$ cat src/rtl/draw_line_arbiter_pkg.sv
// Shared types and defaults for the draw_line arbiter slice.
// Latency: n/a (declarations only).
// Backpressure: n/a.
//
// Contents:
//   NREQ_DEFAULT - default number of requesters sharing one draw_line engine
//   arb_state_e  - arbiter control states
package draw_arb_pkg;

    localparam int NREQ_DEFAULT = 4;

    // IDLE : waiting for a request, req_ready may be driven
    // START: one-cycle engine start pulse is on the output
    // BUSY : engine is drawing, waiting for its done pulse
    typedef enum logic [1:0] {
        ST_IDLE  = 2'd0,
        ST_START = 2'd1,
        ST_BUSY  = 2'd2
    } arb_state_e;

endpackage

$ cat src/rtl/draw_line_arbiter_rr_pick.sv
// Round-robin picker: first set request at or after ptr, wrapping upward.
// Latency: purely combinational.
// Backpressure: none; the caller decides whether the pick is consumed.
//
// Ports:
//   req [NREQ]   in  request vector
//   ptr          in  index with highest priority this cycle
//   any          out at least one request bit set
//   idx          out winning index (0 when any=0)
//   sel [NREQ]   out one-hot of idx (zero when any=0)
module rr_pick
    import draw_arb_pkg::*;
#(
    parameter int NREQ = NREQ_DEFAULT
) (
    input  logic [NREQ-1:0]         req,
    input  logic [$clog2(NREQ)-1:0] ptr,
    output logic                    any,
    output logic [$clog2(NREQ)-1:0] idx,
    output logic [NREQ-1:0]         sel
);

    localparam int PTRW = $clog2(NREQ);

    logic [NREQ-1:0]   hi_mask;
    logic [2*NREQ-1:0] dbl;

    // Lower copy keeps only requests at or above ptr; the upper copy is the
    // unmasked vector, so a plain lowest-bit-first search of the doubled
    // vector yields the wrap-around winner.
    always_comb begin
        for (int i = 0; i < NREQ; i++) begin
            hi_mask[i] = (i >= int'(ptr));
        end
        dbl = {req, req & hi_mask};

        any = |req;
        idx = '0;
        // Descending scan so the lowest set position is the last assignment.
        for (int i = 2*NREQ-1; i >= 0; i--) begin
            if (dbl[i]) begin
                idx = PTRW'(i % NREQ);
            end
        end

        sel = '0;
        if (any) begin
            sel[idx] = 1'b1;
        end
    end

endmodule

$ cat src/rtl/draw_line_arbiter.sv
// Round-robin arbiter sharing one draw_line engine among NREQ requesters.
// Latency: accept at T, line_start at T+1, req_done the cycle after line_done.
// Backpressure: req_ready only in IDLE, one-hot to the winner; others wait.
//
// Ports:
//   clk, rst                  clock; synchronous active-high reset
//   req_valid/req_ready       per-requester command handshake (ready combinational)
//   req_x0/y0/x1/y1/req_cidx  packed per-requester command fields
//   req_done                  one-hot one-cycle completion pulse to the owner
//   line_start, x0..y1, cidx  latched command and start pulse to the engine
//   line_done                 engine completion pulse (ignored outside BUSY)
//   busy                      acceptance until (exclusive) the req_done cycle
//   grant                     index of current or last owner
module draw_line_arbiter
    import draw_arb_pkg::*;
#(
    parameter int NREQ  = NREQ_DEFAULT,
    parameter int CORDW = 16,
    parameter int CIDXW = 4
) (
    input  logic                    clk,
    input  logic                    rst,
    input  logic [NREQ-1:0]         req_valid,
    output logic [NREQ-1:0]         req_ready,
    input  logic [NREQ*CORDW-1:0]   req_x0,
    input  logic [NREQ*CORDW-1:0]   req_y0,
    input  logic [NREQ*CORDW-1:0]   req_x1,
    input  logic [NREQ*CORDW-1:0]   req_y1,
    input  logic [NREQ*CIDXW-1:0]   req_cidx,
    output logic [NREQ-1:0]         req_done,
    output logic                    line_start,
    output logic [CORDW-1:0]        x0,
    output logic [CORDW-1:0]        y0,
    output logic [CORDW-1:0]        x1,
    output logic [CORDW-1:0]        y1,
    output logic [CIDXW-1:0]        cidx,
    input  logic                    line_done,
    output logic                    busy,
    output logic [$clog2(NREQ)-1:0] grant
);

    localparam int PTRW = $clog2(NREQ);

    arb_state_e      state;
    logic [PTRW-1:0] rr_ptr;

    logic            pick_any;
    logic [PTRW-1:0] pick_idx;
    logic [NREQ-1:0] pick_sel;

    rr_pick #(
        .NREQ (NREQ)
    ) u_pick (
        .req  (req_valid),
        .ptr  (rr_ptr),
        .any  (pick_any),
        .idx  (pick_idx),
        .sel  (pick_sel)
    );

    // Held low during reset so a requester never sees a handshake that the
    // registers below are about to ignore.
    always_comb begin
        req_ready = '0;
        if (state == ST_IDLE && !rst) begin
            req_ready = pick_sel;
        end
    end

    always_ff @(posedge clk) begin
        if (rst) begin
            state      <= ST_IDLE;
            rr_ptr     <= '0;
            grant      <= '0;
            x0         <= '0;
            y0         <= '0;
            x1         <= '0;
            y1         <= '0;
            cidx       <= '0;
            line_start <= 1'b0;
            req_done   <= '0;
            busy       <= 1'b0;
        end else begin
            line_start <= 1'b0;
            req_done   <= '0;
            unique case (state)
                ST_IDLE: begin
                    if (pick_any) begin
                        grant      <= pick_idx;
                        x0         <= req_x0[pick_idx*CORDW +: CORDW];
                        y0         <= req_y0[pick_idx*CORDW +: CORDW];
                        x1         <= req_x1[pick_idx*CORDW +: CORDW];
                        y1         <= req_y1[pick_idx*CORDW +: CORDW];
                        cidx       <= req_cidx[pick_idx*CIDXW +: CIDXW];
                        line_start <= 1'b1;
                        busy       <= 1'b1;
                        state      <= ST_START;
                    end
                end
                ST_START: begin
                    // Engine cannot finish in its start cycle; any done here
                    // is stale and deliberately dropped.
                    state <= ST_BUSY;
                end
                ST_BUSY: begin
                    if (line_done) begin
                        req_done[grant] <= 1'b1;
                        rr_ptr          <= (grant == PTRW'(NREQ-1)) ? '0 : grant + 1'b1;
                        busy            <= 1'b0;
                        state           <= ST_IDLE;
                    end
                end
                default: begin
                    state <= ST_IDLE;
                end
            endcase
        end
    end

endmodule

$ cat config.mk
export PLATFORM = sky130hd
export DESIGN_NAME = draw_line_arbiter
export DESIGN_NICKNAME = d
export VERILOG_FILES = /design/src/rtl/draw_line_arbiter_pkg.sv /design/src/rtl/draw_line_arbiter_rr_pick.sv /design/src/rtl/draw_line_arbiter.sv
export SDC_FILE = /design/constraint.sdc
export NUM_CORES = 1
export LEC_CHECK = 0
export ABC_AREA = 1
export BUFFER_PORTS_ARGS = -buffer_cell sky130_fd_sc_hd__buf_4
export CORE_AREA = 4 4 139 141
export DETAILED_ROUTE_END_ITERATION = 12
export DIE_AREA = 0 0 143 145
export GPL_ROUTABILITY_DRIVEN = 0
export HOLD_SLACK_MARGIN = 0.12
export PLACE_DENSITY_LB_ADDON = 0.25
export SLEW_MARGIN = 10
export SYNTH_ARGS = -nofsm -noshare
export SYNTH_HDL_FRONTEND = slang
export SYNTH_SLANG_ARGS = --single-unit
$ cat constraint.sdc
create_clock -name clk -period 2.15 [get_ports clk]
set_clock_uncertainty 0.2 [all_clocks]
set_input_delay 0.215 -clock clk [delete_from_list [all_inputs] [get_ports clk]]
set_output_delay 0.215 -clock clk [all_outputs]
set_load 0.1 [all_outputs]
---- Word level (Yosys, flattened, before mapping) ----
Index checks and enable logic that the tools add are counted.
word-level totals
  register bits after elaboration ......... 80
  word-level logic and storage cells ...... 68
operators by class
  add/subtract/negate cells ............... 1
  magnitude comparators ................... 7
  eq/ne operators ......................... 5
  shifts and indexed selects .............. 5
  mux-type cells .......................... 22
  bitwise operators ....................... 4
  reduce and logical (&&, ||, !) cells .... 13
operator list
  cell                                                                                  count
  64-bit by 7-bit variable part select with 16-bit output                               4
  2-bit two-way mux                                                                     11
  16-bit by 5-bit variable part select with 4-bit output                                1
  4-bit two-way mux                                                                     2
  2-bit by 3-bit less-than comparator with 1-bit output (second input constant)         2
  2-bit case mux with 3 select lines                                                    1
  2-bit AND reduction                                                                   3
  1-bit two-way mux                                                                     5
  4-bit bitwise AND                                                                     1
  1-bit demux with 2-bit select                                                         2
  2-bit equality test (second input constant)                                           2
  1-bit by 2-bit greater-or-equal comparator with 1-bit output (first input constant)   2
  2-bit by 1-bit greater-or-equal comparator with 1-bit output (second input constant)  2
  2-bit != test (second input constant)                                                 2
  4-bit OR reduction                                                                    1
  1-bit logical AND                                                                     3
  1-bit inverter                                                                        3
  3-bit AND reduction                                                                   1
  3-bit OR reduction                                                                    1
  2-bit by 1-bit adder with 2-bit output (second input constant)                        1
  2-bit by 1-bit equality test with 1-bit output (second input constant)                1
  2-bit greater-or-equal comparator (first input constant)                              1
  2-bit zero test                                                                       1
  1-bit case mux with 2 select lines                                                    1
  3 further kinds                                                                       3

---- Logic depth before layout (Yosys ltp) ----
Gate-level depths: netlist (run 1).
  word-level depth ........................ 14
  depth in mapped cells ................... 12
  gate-level depth less buffers ........... 11

---- Cells and area by module ----
From an unflattened synthesis (run 1), not the netlist that was laid out.
second synthesis, totals
  cells, all modules ...................... 1153
  area total of the unflattened synthesis .. 6055.8 um^2
modules (own cells, without submodules)
  module             instances  cells an instance  area each (um^2)  sequential area each (um^2)
  draw_line_arbiter  1          1125               5934.4            1601.5
  rr_pick            1          28                 121.4             0.0

---- Least setup slack after synthesis (run 1) ----
No wires, ideal clock.
  path type ............................... reg2out
  start ................................... reg state[0]
  end ..................................... out req_ready[2]
  data arrival time ....................... 2469 ps
  setup slack ............................. -734 ps
  stages on the path, launching flop included .. 9
  buffers on the path ..................... 1
  cell sequence ........................... dfxtp_1 > nor2_2 > nand2_1 > a21oi_4 > inv_2 > nor2_4 > buf_4 > inv_1 > nor2_1
between the ends
  cells in the longest elaborated chain, start to end .. 3
RTL lines
  what                    line                      source
  start, declared         draw_line_arbiter.sv:44   arb_state_e state;
  start signal, assigned  draw_line_arbiter.sv:72   state <= ST_IDLE;
  start signal, assigned  draw_line_arbiter.sv:97   state <= ST_START;
  start signal, assigned  draw_line_arbiter.sv:103  state <= ST_BUSY;
  2-bit zero test         draw_line_arbiter.sv:65   if (state == ST_IDLE && !rst) begin
  1-bit logical AND       draw_line_arbiter.sv:65
  4-bit two-way mux       draw_line_arbiter.sv:65
  end, declared           draw_line_arbiter.sv:24   output logic [NREQ-1:0] req_ready,
No other way between the ends.

---- Worst setup path after layout (run 1) ----
  start ................................... reg state[1]
  end ..................................... out req_ready[2]
The elaborated chain is that of the path after synthesis.

==> results of run 1 <==
-- cell type report --
class,count,area [µm²],share of cell area
clock inverter,5,63.81,0.005521
sequential,80,1604,0.1388
clock buffer,11,252.7,0.02187
timing repair buffer,659,5768,0.4991
inverter,103,386.6,0.03345
tap,229,286.5,0.02479
antenna,2,5.005,0.0004330
multi-input combinational,683,3191,0.2761
-- worst min path at each step --
stage | endpoint | slack (ps) | from | depth (start not counted)
4_1_cts | x0[12] | 120 | req_x0[28] | 7
5_1_grt | y1[11] | 160 | req_y1[59] | 6
3_5_place_dp | x0[14] | 230 | req_x0[30] | 3
3_3_place_gp | cidx[1] | 230 | req_cidx[5] | 3
6_report | y1[11] | 120 | req_y1[59] | 6
2_1_floorplan | state[1] | 90 | rst | 1
-- placed cells by master (no fill, tap or decap), types with 4 or more instances in the layout --
cell type and n:
buf_12 10, o21ai_0 4, nand2_1 316, nand3b_1 39, dfxtp_1 78, clkbuf_16 9
ha_1 4, nand2_4 4, nor3_1 27, nand3_1 155, dlygate4sd3_1 275, nand4_1 29
buf_4 372, nor2_1 86, nor2_4 5, nand2_2 4, inv_1 97, inv_2 6
-- state kept, by name (all words and copies together), names as in the netlist --
| name | count |
|---|---|
| grant | 2 |
| rr_ptr | 2 |
| y1 | 16 |
| line_start | 1 |
| req_done | 4 |
| x0 | 16 |
| busy | 1 |
| x1 | 16 |
| y0 | 16 |
| cidx | 4 |
| state | 2 |
-- layer usage --
metal / track usage / routed length, µm / vias up / share of wire
met5: 0 / 0 / - / 0
met4: 0.1606 / 1786 / 0 / 0.060
met3: 0.07502 / 2810 / 123 / 0.094
met2: 0.4612 / 14200 / 513 / 0.47
met1: 0.3032 / 11160 / 3933 / 0.37
li1: - / - / 4149 / -
-- worst max-delay path, cell delays in order, from the launching register on --
cell and delay, ps:
dfxtp_1 320, nor2_2 140, nand2_2 90, a21oi_4 220, inv_2 80, nor2_4 120, inv_2 70, nor2_4 130
buf_12 180
-- cells by family (layout without fill, tap and decap cells) --
kind of cell	Yosys count	after routing	synth area share
buffers and inverters	166	778	0.1257
flip-flops	80	80	0.2973
other	0	2	0
AO/OA/AOI/OAI	11	11	0.01394
adder cells (fa/ha/maj)	4	4	0.009292
AND/OR/NAND/NOR	668	668	0.5538
-- stage by stage --
step	utilization	instance area [µm²]	setup TNS, ps	cells
after floorplan	-	5396	-261.9	929
after global placement	0.4645	8344	0	1474
after detailed placement	0.4645	8344	0	1474
after CTS	0.6407	11510	0	1769
after global routing	0.6432	11550	-57.53	1771
final	0.6434	11560	0	1772
-- report_power, final --
part,internal (µW),switching (µW)
logic,1330,2770
clock network,973,708
registers,1710,139
total,4020,3610
-- what timing repair did --
action / 4_1_cts / 5_1_grt
setup endpoints to repair: 4 / 24
setup buffers: 4 / 1
pin swaps: 5 / 4
hold buffers: 275 / 0
resized for setup: 15 / 12
hold endpoints to repair: 73 / 0
==> flow_summary.yaml, run 1 <==
pwr:
  finalPower_uw: 7630
  p_per_area_mw_per_mm2: 660.2
  ir_worst_vdd_mv: 0.4620
  leakage_uw: 0.005872
detailed_routing:
  drc: 0
  drtIter0Drc: 568
  num_vias: 8718
  viasPerCell: 4.920
  wire_per_inst_um: 16.91
  postRouteWirelength_mm: 29.96
  detail-route-antenna-nets: 0
  first_pass_iters: 5
floorplanning:
  ios: 359
  die_area_mm2: 0.02074
  die_y_um: 145
  initial_utilization: 0.2999
  fp-row-count: 49
  core_mm2: 0.01796
  die_x_um: 143
final_layout:
  fin_nets: 1819
  fill_cells: 1434
  drive_above_1_share: 0.2777
  syn2layout_area_growth_pct: 114.6
synth:
  synth_area_leader_cell: "dfxtp_1"
  ys_types: 23
  yosys_warnings: 0
  syn-num-nets: 1212
  yosysMostFrequentCell: "nand2_1"
  synth_top_cell_area_share: 0.2973
  netlist_top_cells_count: "nand2_1 (321), nand3_1 (156), inv_1 (98), nor2_1 (89), dfxtp_1 (80)"
  synthCells: 929
  avgSynthCellArea_um2: 5.798
  synth_edf_count: 0
  synth-seq-cells: 80
  synth_async_sr_flop_share: 0
  yosys-top-cells-area: "dfxtp_1 (30%), nand2_1 (22%), nand3_1 (14%), inv_1 (6.8%), nor2_1 (6.2%)"
  ys.flop_type: "dfxtp_1"
  synth_area_mm2: 0.005386
  ys_seq_area_frac: 0.2973
sta:
  fin_hold_ws_ps: 122.3
  setup_viol: 0
  min_period_ps: 2114
  slew_violations: 0
  timing.fmax_mhz: 473.0
  slew_headroom: 0.6545
  finalHoldViolations: 0
  rsz0062_at_grt: "yes"
  fin_crit_sh: 0.9833
  worst_slack_ps: 35.82
  worst_pin_slew_ps: 518.3
setup_path:
  startpoint_type: "flip-flop"
  required_ps: 1740
  crit_start: "state[1]"
  reg2reg_slack_ps: 110
  r2r_start: "state[1]"
  end_kind: "primary output"
  path_class: "reg -> out"
  r2r_cells: 5
  timing.rr.end: "state[0]"
  crit_path_max_fanout: 4
  critPathArrivalTime_ps: 1700
  crit_path_end: "req_ready[2]"
grt:
  grt_pass1_wl_mm: 45.42
  grt_max_degree: 95
  antenna_found_initial: 1
  grt_pass1_vias: 8924
  overflow: 0
  grt.total_usage: 0.2729
clock_tree:
  clk_pin_slew_ps: 70
  cts_tree: "done"
  clock-root-buffer: "clkbuf_16"
  numCtsBuffers: 9
  htree_levels: 3
  insertion_delay_ps: 350
  clock_path_buffers: 2
  numClockSinks: 80
run:
  maxCapViolations: 0
place:
  place.detailed.hpwl_mm: 17.55
  io_buffers: 358
  dp_slack_ps: 134.2
outcome:
  status: "completed"
worst_hold_path:
  hp-class: "in -> reg"
No activity file was read; power rests on OpenSTA's default activity.
==> inputs of run 2 (changes only) <==
Settings changed: RECOVER_POWER set to 100.
==> run 2 against run 1 <==
Count of clock-buffer cells in the layout unchanged. Via count increased by 0.72%. First-iteration DRC count decreased by 11%. Design area decreased by 1.9%. Worst setup slack improved by 0.60 ps. Critical endpoint unchanged. Clock power about the same. Power decreased by 1.9%. Flip-flop and latch count unchanged. Wire length increased by 0.22%. Register-to-register slack got worse by 20 ps.
==> flow_summary.yaml, run 2 (synthesis gave the netlist of run 1 again) <==
sta:
  fin_hold_ws_ps: 125.5
  slew_headroom: 0.5963
  min_period_ps: 2114
  timing.fmax_mhz: 473.1
  rsz0062_at_grt: "yes"
  fin_crit_sh: 0.9831
  finalHoldViolations: 0
  worst_pin_slew_ps: 608.1
  setup_viol: 0
  slew_violations: 0
run:
  maxCapViolations: 0
grt:
  antenna_found_initial: 1
  grt.total_usage: 0.2729
  grt_pass1_vias: 8924
  grt_max_degree: 95
  grt_pass1_wl_mm: 45.42
  overflow: 0
place:
  dp.cells: 1474
  place.detailed.hpwl_mm: 17.55
  io_buffers: 358
floorplanning:
  initial_utilization: 0.2999
  fp-row-count: 49
  die_y_um: 145
  die_area_mm2: 0.02074
  core_mm2: 0.01796
  ios: 359
  die_x_um: 143
setup_path:
  path_cells: "nor2_2 > nand2_2 > a21oi_4 > inv_2 > nor2_4 > inv_2 > nor2_4 > buf_12"
  path_class: "reg -> out"
  path_buf_inv: 3
  crit_slowest_cell: "dfxtp_1"
  end_kind: "primary output"
  critPathArrivalTime_ps: 1700
  startpoint_type: "flip-flop"
  r2r_cells: 10
  crit_family: "simple AND/OR/NAND/NOR gates"
  cp_num_cells: 8
  crit_path_max_fanout: 4
  required_ps: 1740
  max_stage_delay_ps: 320
detailed_routing:
  drtIter0Drc: 506
  viasPerCell: 4.955
  num_vias: 8781
  wire_per_inst_um: 16.94
  postRouteWirelength_mm: 30.03
  first_pass_iters: 5
  detail-route-antenna-nets: 0
  drc: 0
final_layout:
  mostFrequentLayoutCells: "nand2_1 (317), buf_4 (294), dlygate4sd3_1 (275)"
  layout_commonest_cell: "nand2_1"
  fin_cells: 1772
  syn2layout_area_growth_pct: 110.4
  fin_nets: 1819
  drive_above_1_share: 0.2758
clock_tree:
  numCtsBuffers: 9
  clock-root-buffer: "clkbuf_16"
  htree_levels: 3
  numClockSinks: 80
  insertion_delay_ps: 350
  clk_pin_slew_ps: 70
  cts_tree: "done"
  clock_path_buffers: 2
pwr:
  power_frac_seq: 0.247
  p_per_area_mw_per_mm2: 660.3
  clock_power_share: 0.225
  swShare: 0.4822
  ir_worst_vdd_mv: 0.4532
  pwr-share-comb: 0.528
  internal_power_uw: 3874
  finalPower_uw: 7483
  leakage_uw: 0.005802
  p_switching_uw: 3609
worst_hold_path:
  hp-class: "in -> reg"
  hold_path_depth: 6
outcome:
  status: "completed"
==> run 2: changes by cell type in the layout (fill, tap and decap cells not counted), sizes merged <==
cell,delta
clkbuf,+79
buf,-79
==> run 2: worst paths after layout <==
check	from	to	slack, ps
max	state[1]	req_ready[2]	40
min	req_y1[59]	y1[11]	130
max reg2reg	rr_ptr[1]	cidx[2]	90
min reg2reg	y0[7]	y0[7]	250
==> run 2: through the flow <==
step	cell area (µm²)	util	TNS [ps]	setup slack (ps)
2_1_floorplan	5396	-	-261.9	-261.9
3_3_place_gp	8344	0.4645	0	164.6
3_5_place_dp	8344	0.4645	0	134.2
4_1_cts	11510	0.6407	0	7.005
5_1_grt	11330	0.6307	-117.1	-51.72
6_report	11330	0.6308	0	36.42
==> run 2: layout make-up <==
type                       count  area [µm²]
fill                        1496        6631
timing repair buffer         659        5562
multi-input combinational    683        3172
sequential                    80        1604
inverter                     103       386.6
tap                          229       286.5
clock buffer                  11       252.7
clock inverter                 5       63.81
antenna                        2       5.005
==> run 2: routing by layer <==
layer | vias up | part of all wire | track usage
met5 | - | 0 | 0
met4 | 0 | 0.058 | 0.1606
met3 | 123 | 0.089 | 0.07502
met2 | 502 | 0.48 | 0.4612
met1 | 4005 | 0.38 | 0.3032
li1 | 4151 | - | -
==> run 2: power groups by stage <==
stage | registers (µW) | logic [µW] | clock network (µW)
3_5_place_dp | 1870 | 3570 | 0
2_1_floorplan | 3420 | 905 | 0
5_1_grt | 1870 | 4140 | 1780
4_1_cts | 1840 | 4020 | 1700
3_3_place_gp | 1870 | 3550 | 0
6_report | 1850 | 3950 | 1680
==> run 2: worst min-delay path: stages <==
cell      delay (ps)
buf_4             80
nand3b_1          90
nand2_1           50
nor2_1           100
nor2_1            60
nand2_1           50
==> run 2: what timing repair did <==
action | 4_1_cts | 5_1_grt
hold buffers | 275 | 0
gates resized for setup | 15 | 12
buffers inserted | 4 | 1
setup endpoints to repair | 4 | 24
endpoints found under the hold margin | 73 | 0
pin swaps | 5 | 4
